### src/rtl/serial_adder_pkg.sv
// -----------------------------------------------------------------------------
// serial_adder_pkg
//
// Purpose : Definitions shared by the bit-serial adder and its full-adder cell.
//           Holds the controller state encoding and the default operand width.
//
// Contents:
//   state_t            - controller state (IDLE, RUN, DONE)
//   SERIAL_ADDER_WIDTH - default operand / result width in bits
// -----------------------------------------------------------------------------
package serial_adder_pkg;

  // Default operand width; any value from 1 to 32 is legal.
  localparam int SERIAL_ADDER_WIDTH = 8;

  // Controller states.
  //   IDLE : waiting for start
  //   RUN  : one operand bit pair is consumed per clock
  //   DONE : result valid, done asserted for this single cycle
  typedef enum logic [1:0] {
    IDLE = 2'd0,
    RUN  = 2'd1,
    DONE = 2'd2
  } state_t;

endpackage : serial_adder_pkg

### src/rtl/serial_fa_cell.sv
// -----------------------------------------------------------------------------
// serial_fa_cell
//
// Purpose : Combinational one-bit full adder. It is the only arithmetic element
//           of the serial adder; every result bit and carry passes through it.
//
// Ports   :
//   a   in  1  operand A bit
//   b   in  1  operand B bit
//   ci  in  1  carry in
//   s   out 1  sum bit      (a ^ b ^ ci)
//   co  out 1  carry out    (majority of a, b, ci)
// -----------------------------------------------------------------------------
module serial_fa_cell (
  input  logic a,
  input  logic b,
  input  logic ci,
  output logic s,
  output logic co
);

  logic half_sum;

  assign half_sum = a ^ b;
  assign s        = half_sum ^ ci;
  // Generate when both operand bits are set, propagate an incoming carry
  // when exactly one of them is set.
  assign co       = (a & b) | (ci & half_sum);

endmodule : serial_fa_cell

### src/rtl/serial_adder.sv
// -----------------------------------------------------------------------------
// serial_adder
//
// Purpose : Bit-serial adder. Sums two WIDTH-bit operands one bit per clock,
//           LSB first, using a single full-adder cell and a registered carry.
//           Handshake is start / busy / done; the result is held in sum/cout
//           until the next operation completes.
//
//           {cout, sum} = a + b + cin   (modulo 2^(WIDTH+1))
//
// Optional feature (compile-time macro SERIAL_ADDER_SUB_EN):
//           Adds input port "sub". When sub=1 on the accepting edge the B
//           register is loaded with ~b and the carry with 1 (cin ignored),
//           giving sum = a - b mod 2^WIDTH and cout = 1 when no borrow.
//           Without the macro the block only adds and has no sub port.
//
// Parameters:
//   WIDTH   operand/result width, 1..32 (default SERIAL_ADDER_WIDTH = 8)
//
// Ports   :
//   clk    in   1      rising-edge clock
//   rst_n  in   1      asynchronous active-low reset, clears all state
//   start  in   1      request; only honoured in IDLE or DONE
//   a      in   WIDTH  operand A, sampled on the accepting edge
//   b      in   WIDTH  operand B, sampled on the accepting edge
//   cin    in   1      carry in, sampled on the accepting edge
//   sub    in   1      subtract select (SERIAL_ADDER_SUB_EN builds only)
//   busy   out  1      high while an operation is running
//   done   out  1      single-cycle pulse when the result is updated
//   sum    out  WIDTH  registered result
//   cout   out  1      registered final carry
//
// Timing  : the accepting edge is edge 0; bit k is processed on edge k+1, so
//           the result lands on edge WIDTH and done is high for the following
//           cycle. A start seen in DONE is accepted on the next edge, so
//           back-to-back operations take WIDTH+1 cycles each.
// -----------------------------------------------------------------------------
module serial_adder
  import serial_adder_pkg::*;
#(
  parameter int WIDTH = SERIAL_ADDER_WIDTH
) (
  input  logic             clk,
  input  logic             rst_n,
  input  logic             start,
  input  logic [WIDTH-1:0] a,
  input  logic [WIDTH-1:0] b,
  input  logic             cin,
`ifdef SERIAL_ADDER_SUB_EN
  input  logic             sub,
`endif
  output logic             busy,
  output logic             done,
  output logic [WIDTH-1:0] sum,
  output logic             cout
);

  // Counter must be able to hold 0..WIDTH-1; sized as log2(WIDTH+1) so a
  // WIDTH of 1 still gets a one-bit counter.
  localparam int               CNT_W    = $clog2(WIDTH + 1);
  localparam logic [CNT_W-1:0] LAST_BIT = CNT_W'(WIDTH - 1);
  localparam logic [CNT_W-1:0] CNT_ONE  = CNT_W'(1);

  // ---------------------------------------------------------------------------
  // State
  // ---------------------------------------------------------------------------
  state_t           state_reg;
  logic [WIDTH-1:0] a_sh_reg;     // operand A, shifted right each RUN cycle
  logic [WIDTH-1:0] b_sh_reg;     // operand B (or ~B when subtracting)
  logic [WIDTH-1:0] res_sh_reg;   // partial result, filled from the MSB down
  logic             carry_reg;    // carry between successive bit positions
  logic [CNT_W-1:0] cnt_reg;      // index of the bit processed on the next edge
  logic [WIDTH-1:0] sum_reg;
  logic             cout_reg;
  logic             busy_reg;
  logic             done_reg;

  // ---------------------------------------------------------------------------
  // Combinational datapath
  // ---------------------------------------------------------------------------
  logic             fa_s;
  logic             fa_co;
  logic [WIDTH-1:0] res_sh_next;
  logic [WIDTH-1:0] b_load;
  logic             carry_load;
  logic             last_bit;

  // The single full-adder cell: current LSBs of both operand registers and
  // the stored carry.
  serial_fa_cell u_fa (
    .a  (a_sh_reg[0]),
    .b  (b_sh_reg[0]),
    .ci (carry_reg),
    .s  (fa_s),
    .co (fa_co)
  );

  // Result shift register input: every bit moves one place toward the LSB and
  // the new sum bit enters at the MSB. After WIDTH shifts the first computed
  // bit has reached bit 0, so the register holds the result in natural order.
  // Written bitwise so that WIDTH=1 needs no special casing.
  genvar gi;
  generate
    for (gi = 0; gi < WIDTH - 1; gi++) begin : g_res_shift
      assign res_sh_next[gi] = res_sh_reg[gi+1];
    end
  endgenerate
  assign res_sh_next[WIDTH-1] = fa_s;

  // Operand B and initial carry as loaded on the accepting edge. Subtraction
  // is a + ~b + 1, so only the load path differs from addition.
`ifdef SERIAL_ADDER_SUB_EN
  assign b_load     = sub ? ~b : b;
  assign carry_load = sub ? 1'b1 : cin;
`else
  assign b_load     = b;
  assign carry_load = cin;
`endif

  assign last_bit = (cnt_reg == LAST_BIT);

  // ---------------------------------------------------------------------------
  // Controller and datapath registers
  // ---------------------------------------------------------------------------
  always_ff @(posedge clk or negedge rst_n) begin
    if (!rst_n) begin
      state_reg  <= IDLE;
      a_sh_reg   <= '0;
      b_sh_reg   <= '0;
      res_sh_reg <= '0;
      carry_reg  <= 1'b0;
      cnt_reg    <= '0;
      sum_reg    <= '0;
      cout_reg   <= 1'b0;
      busy_reg   <= 1'b0;
      done_reg   <= 1'b0;
    end else begin
      case (state_reg)
        // IDLE and DONE share the accept path, which is what lets a start in
        // DONE begin the next operation without a dead cycle.
        IDLE, DONE: begin
          done_reg <= 1'b0;
          if (start) begin
            a_sh_reg   <= a;
            b_sh_reg   <= b_load;
            carry_reg  <= carry_load;
            res_sh_reg <= '0;
            cnt_reg    <= '0;
            busy_reg   <= 1'b1;
            state_reg  <= RUN;
          end else begin
            busy_reg   <= 1'b0;
            state_reg  <= IDLE;
          end
        end

        // start is not looked at here, so a request during RUN cannot disturb
        // the operands in flight.
        RUN: begin
          a_sh_reg   <= a_sh_reg >> 1;
          b_sh_reg   <= b_sh_reg >> 1;
          res_sh_reg <= res_sh_next;
          carry_reg  <= fa_co;
          cnt_reg    <= cnt_reg + CNT_ONE;
          if (last_bit) begin
            // The final bit is consumed on this edge, so the result is taken
            // from the shift-register input rather than its (stale) output.
            sum_reg   <= res_sh_next;
            cout_reg  <= fa_co;
            busy_reg  <= 1'b0;
            done_reg  <= 1'b1;
            state_reg <= DONE;
          end
        end

        default: begin
          busy_reg  <= 1'b0;
          done_reg  <= 1'b0;
          state_reg <= IDLE;
        end
      endcase
    end
  end

  // ---------------------------------------------------------------------------
  // Outputs (all straight from registers)
  // ---------------------------------------------------------------------------
  assign busy = busy_reg;
  assign done = done_reg;
  assign sum  = sum_reg;
  assign cout = cout_reg;

endmodule : serial_adder

### config.mk
export PLATFORM = sky130hd
export DESIGN_NAME = serial_adder
export DESIGN_NICKNAME = d
export VERILOG_FILES = /design/src/rtl/serial_adder_pkg.sv /design/src/rtl/serial_fa_cell.sv /design/src/rtl/serial_adder.sv
export SDC_FILE = /design/constraint.sdc
export NUM_CORES = 1
export LEC_CHECK = 0
export ABC_CLOCK_PERIOD_IN_PS = 1400
export BUFFER_PORTS_ARGS = -buffer_cell sky130_fd_sc_hd__buf_2
export CORE_ASPECT_RATIO = 1.4
export CORE_MARGIN = 3
export CORE_UTILIZATION = 48
export CTS_BUF_LIST = sky130_fd_sc_hd__clkbuf_8 sky130_fd_sc_hd__clkbuf_16
export DETAILED_ROUTE_END_ITERATION = 16
export PLACE_DENSITY = 0.74
export REMOVE_ABC_BUFFERS = 1
export SYNTH_ARGS = -nofsm -noshare
export SYNTH_HDL_FRONTEND = slang
export SYNTH_SLANG_ARGS = --single-unit
### constraint.sdc
create_clock -name clk -period 1.4 [get_ports clk]
set_input_delay 0.28 -clock clk [delete_from_list [all_inputs] [get_ports clk]]
set_output_delay 0.28 -clock clk [all_outputs]
set_load 0.05 [all_outputs]
==> flow_summary.ini <==
[setup_path]
critPathArrivalTime_ns = 1.65
crit_path_start_kind = register
r2r_cells = 4
worstSetupEndpointType = register
reg2reg_from = done
crit_type = register to register
crit_fanout = 5
cp.required_ns = 1.57
r2r_slack_ns = -0.07
r2r-end = sum[6]

[logic_synthesis]
ys_ff_latch = 39
synth-simple-area-share_pct = 3.83
synth_cells = 114
synth_xor_area_share_pct = 0.547
synthArstFlopShare_pct = 100
yosysMostFrequentCell = dfrtp_1
syn-mean-instance-area_um2 = 14.0
synth_top_area_share_pct = 60.9
synthTopCellsByArea = dfrtp_1, a22o_1, a21o_1, mux2_1, buf_4
yosysSeqAreaShare_pct = 60.9
synth_mux_area_share_pct = 7.58
yosys-top-cells-count = dfrtp_1, a22o_1, a21o_1, mux2_1, buf_4
yosys.area.top_type = dfrtp_1
synthAdderAreaFrac_pct = 2.03
synth_edf_count = 0
synth_top_family_by_area = compound AO/OA/AOI/OAI gates
ys.flop_type = dfrtp_1
syn_area_mm2 = 0.00160
synth-compound-area-share_pct = 21.6
yosysUniqueCellTypes = 20
ys_warn_count = 0

[detailed_routing]
dr_total_vias = 1092
viasPerCell = 5.43
wl_mm = 3.14
drt_iter0_drc = 14
firstDrtPassIters = 4
drc = 0
drtAntennaViolNets = 0
wire_per_inst_um = 15.6

[hold_path]
hp-start = a[7]
min_to = a_sh_reg[7]
worstHoldPathCells = 2
worst_hold_path_type = primary input to register

[sta]
relSlewSlack_pct = 63.7
fin_skew_ns = 0.00313
finalCritPeriodShare_pct = 105
whs_ns = 0.215
tightest_slew_ns = 0.543
slew_violations = 0
max_freq_mhz = 679
hold_violations = 0
setup_tns_ns = -0.631
rsz0062_at_grt = true
setup_viol = 9
fin_crit_ns = 1.47
layout_setup_ws_ns = -0.0730

[grt]
grt_max_degree = 26
grt_use_total_pct = 17.8
grt-ovfl-total = 0
grt_pass1_vias = 1136
antenna_found_initial = 0
grt_pass1_wl_mm = 5.06

[place]
dp_hpwl_mm = 1.98
place_area_mm2 = 0.00182
gp_congestion = 0.697
port_buffers = 30

[final_layout]
nets = 183
multiInputGateArea_um2 = 626
finalInstanceArea_mm2 = 0.00209
n_antenna_cell = 0
ff_latch_area_um2 = 976
post-route-util_pct = 66.3
fill_cells = 250
area_delta_synth_final_pct = 30.6
drive_gt1_share_pct = 42.6

[cts]
htree_levels = 2
cts_tree = done
clkTransAtPathRegs_ns = 0.07
clk_latency_ns = 0.29
root_buffer = clkbuf_8
numClockSinks = 39
cts_buffers = 5
clock_path_buffers = 2

[floorplan]
die-area_mm2 = 0.00408
core_area_mm2 = 0.00315
initial_utilization_pct = 50.8
dieHeight_um = 74.3
io_pins = 31
die_x_um = 54.8
num_rows = 24

[power]
power_density_mw_per_mm2 = 2530
p_leak_nw = 1.13
peakVddDrop_v = 0.00154
finalPower_mw = 5.30

[flow_run]
maxCapViolCount = 0

[outcome]
failed_checks = negative setup slack
outcome = complete, but fails checks
area by class of cell:
| type | instances | area share, % |
|---|---|---|
| multi-input combinational | 67 | 29.9 |
| clock inverter | 2 | 1.67 |
| timing repair buffer | 48 | 15.5 |
| tap | 39 | 2.33 |
| sequential | 39 | 46.7 |
| clock buffer | 6 | 3.95 |
power by group:
| part | switching (mW) | internal (mW) | leakage, nW | total, mW |
|---|---|---|---|---|
| Sequential | 0.309 | 1.63 | 0.498 | 1.94 |
| Combinational | 1.26 | 1.15 | 0.571 | 2.41 |
| Clock | 0.371 | 0.576 | 0.0612 | 0.947 |
| Total | 1.94 | 3.35 | 1.13 | 5.30 |
cells by family after synthesis:
family          after synthesis
mux                          11
fa+ha+maj                     2
simple gates                 11
buf+inv                       8
compound gates               42
xor+xnor                      1
flops                        39
cell usage in the layout (no fill, tap or decap), drive strengths merged:
cell type and instances:
nor2b 2, xnor2 1, and2b 1, nor2 2
fa 1, dlygate4sd3 1, a21o 15, mux2 9
nand2b 1, dfrtp 39, mux2i 2, nand4 1
nand2 3, bufinv 1, o21ai 1, clkbuf 6
buf 47, nor3b 1, a22o 26, clkinv 1
ha 1
routing by layer:
layer / global-route usage [%] / vias to the layer above / wire length [um]
met5: 0 / - / 0
met4: 7.48 / 0 / 44
met3: 5.21 / 5 / 158
met2: 29.6 / 24 / 1710
met1: 20.8 / 547 / 1230
li1: - / 516 / -
per-stage QoR:
step	std cells	worst slack, ns
floorplan	106	-1.30
global placement	184	-0.153
detailed placement	184	-0.255
CTS	195	-0.0935
global route	201	-0.124
finish	201	-0.0730
worst max-delay path, cell delays in order, from the launching register on:
cell and delay (ns):
dfrtp_1 0.37, and2b_2 0.27, nor3b_4 0.25, buf_6 0.17, mux2_4 0.30
worst max-delay path by stage:
stage | cells past startpoint | to | slack (ns) | start
finish | 4 | sum[6] | -0.07 | done
global route | 5 | sum[7] | -0.12 | cnt_reg[1]
CTS | 4 | sum[6] | -0.09 | done
detailed placement | 3 | a_sh_reg[7] | -0.26 | busy
global placement | 3 | b_sh_reg[7] | -0.15 | busy
floorplan | 3 | sum[7] | -1.30 | busy
timing repair:
item,CTS,global route
setup endpoints to repair,35,35
endpoints found under the hold margin,17,0
hold buffers,1,0
pin swaps,0,18
setup buffers,1,6
resized for setup,9,12
gates cloned,1,0
(Power assumes the default switching activity.)
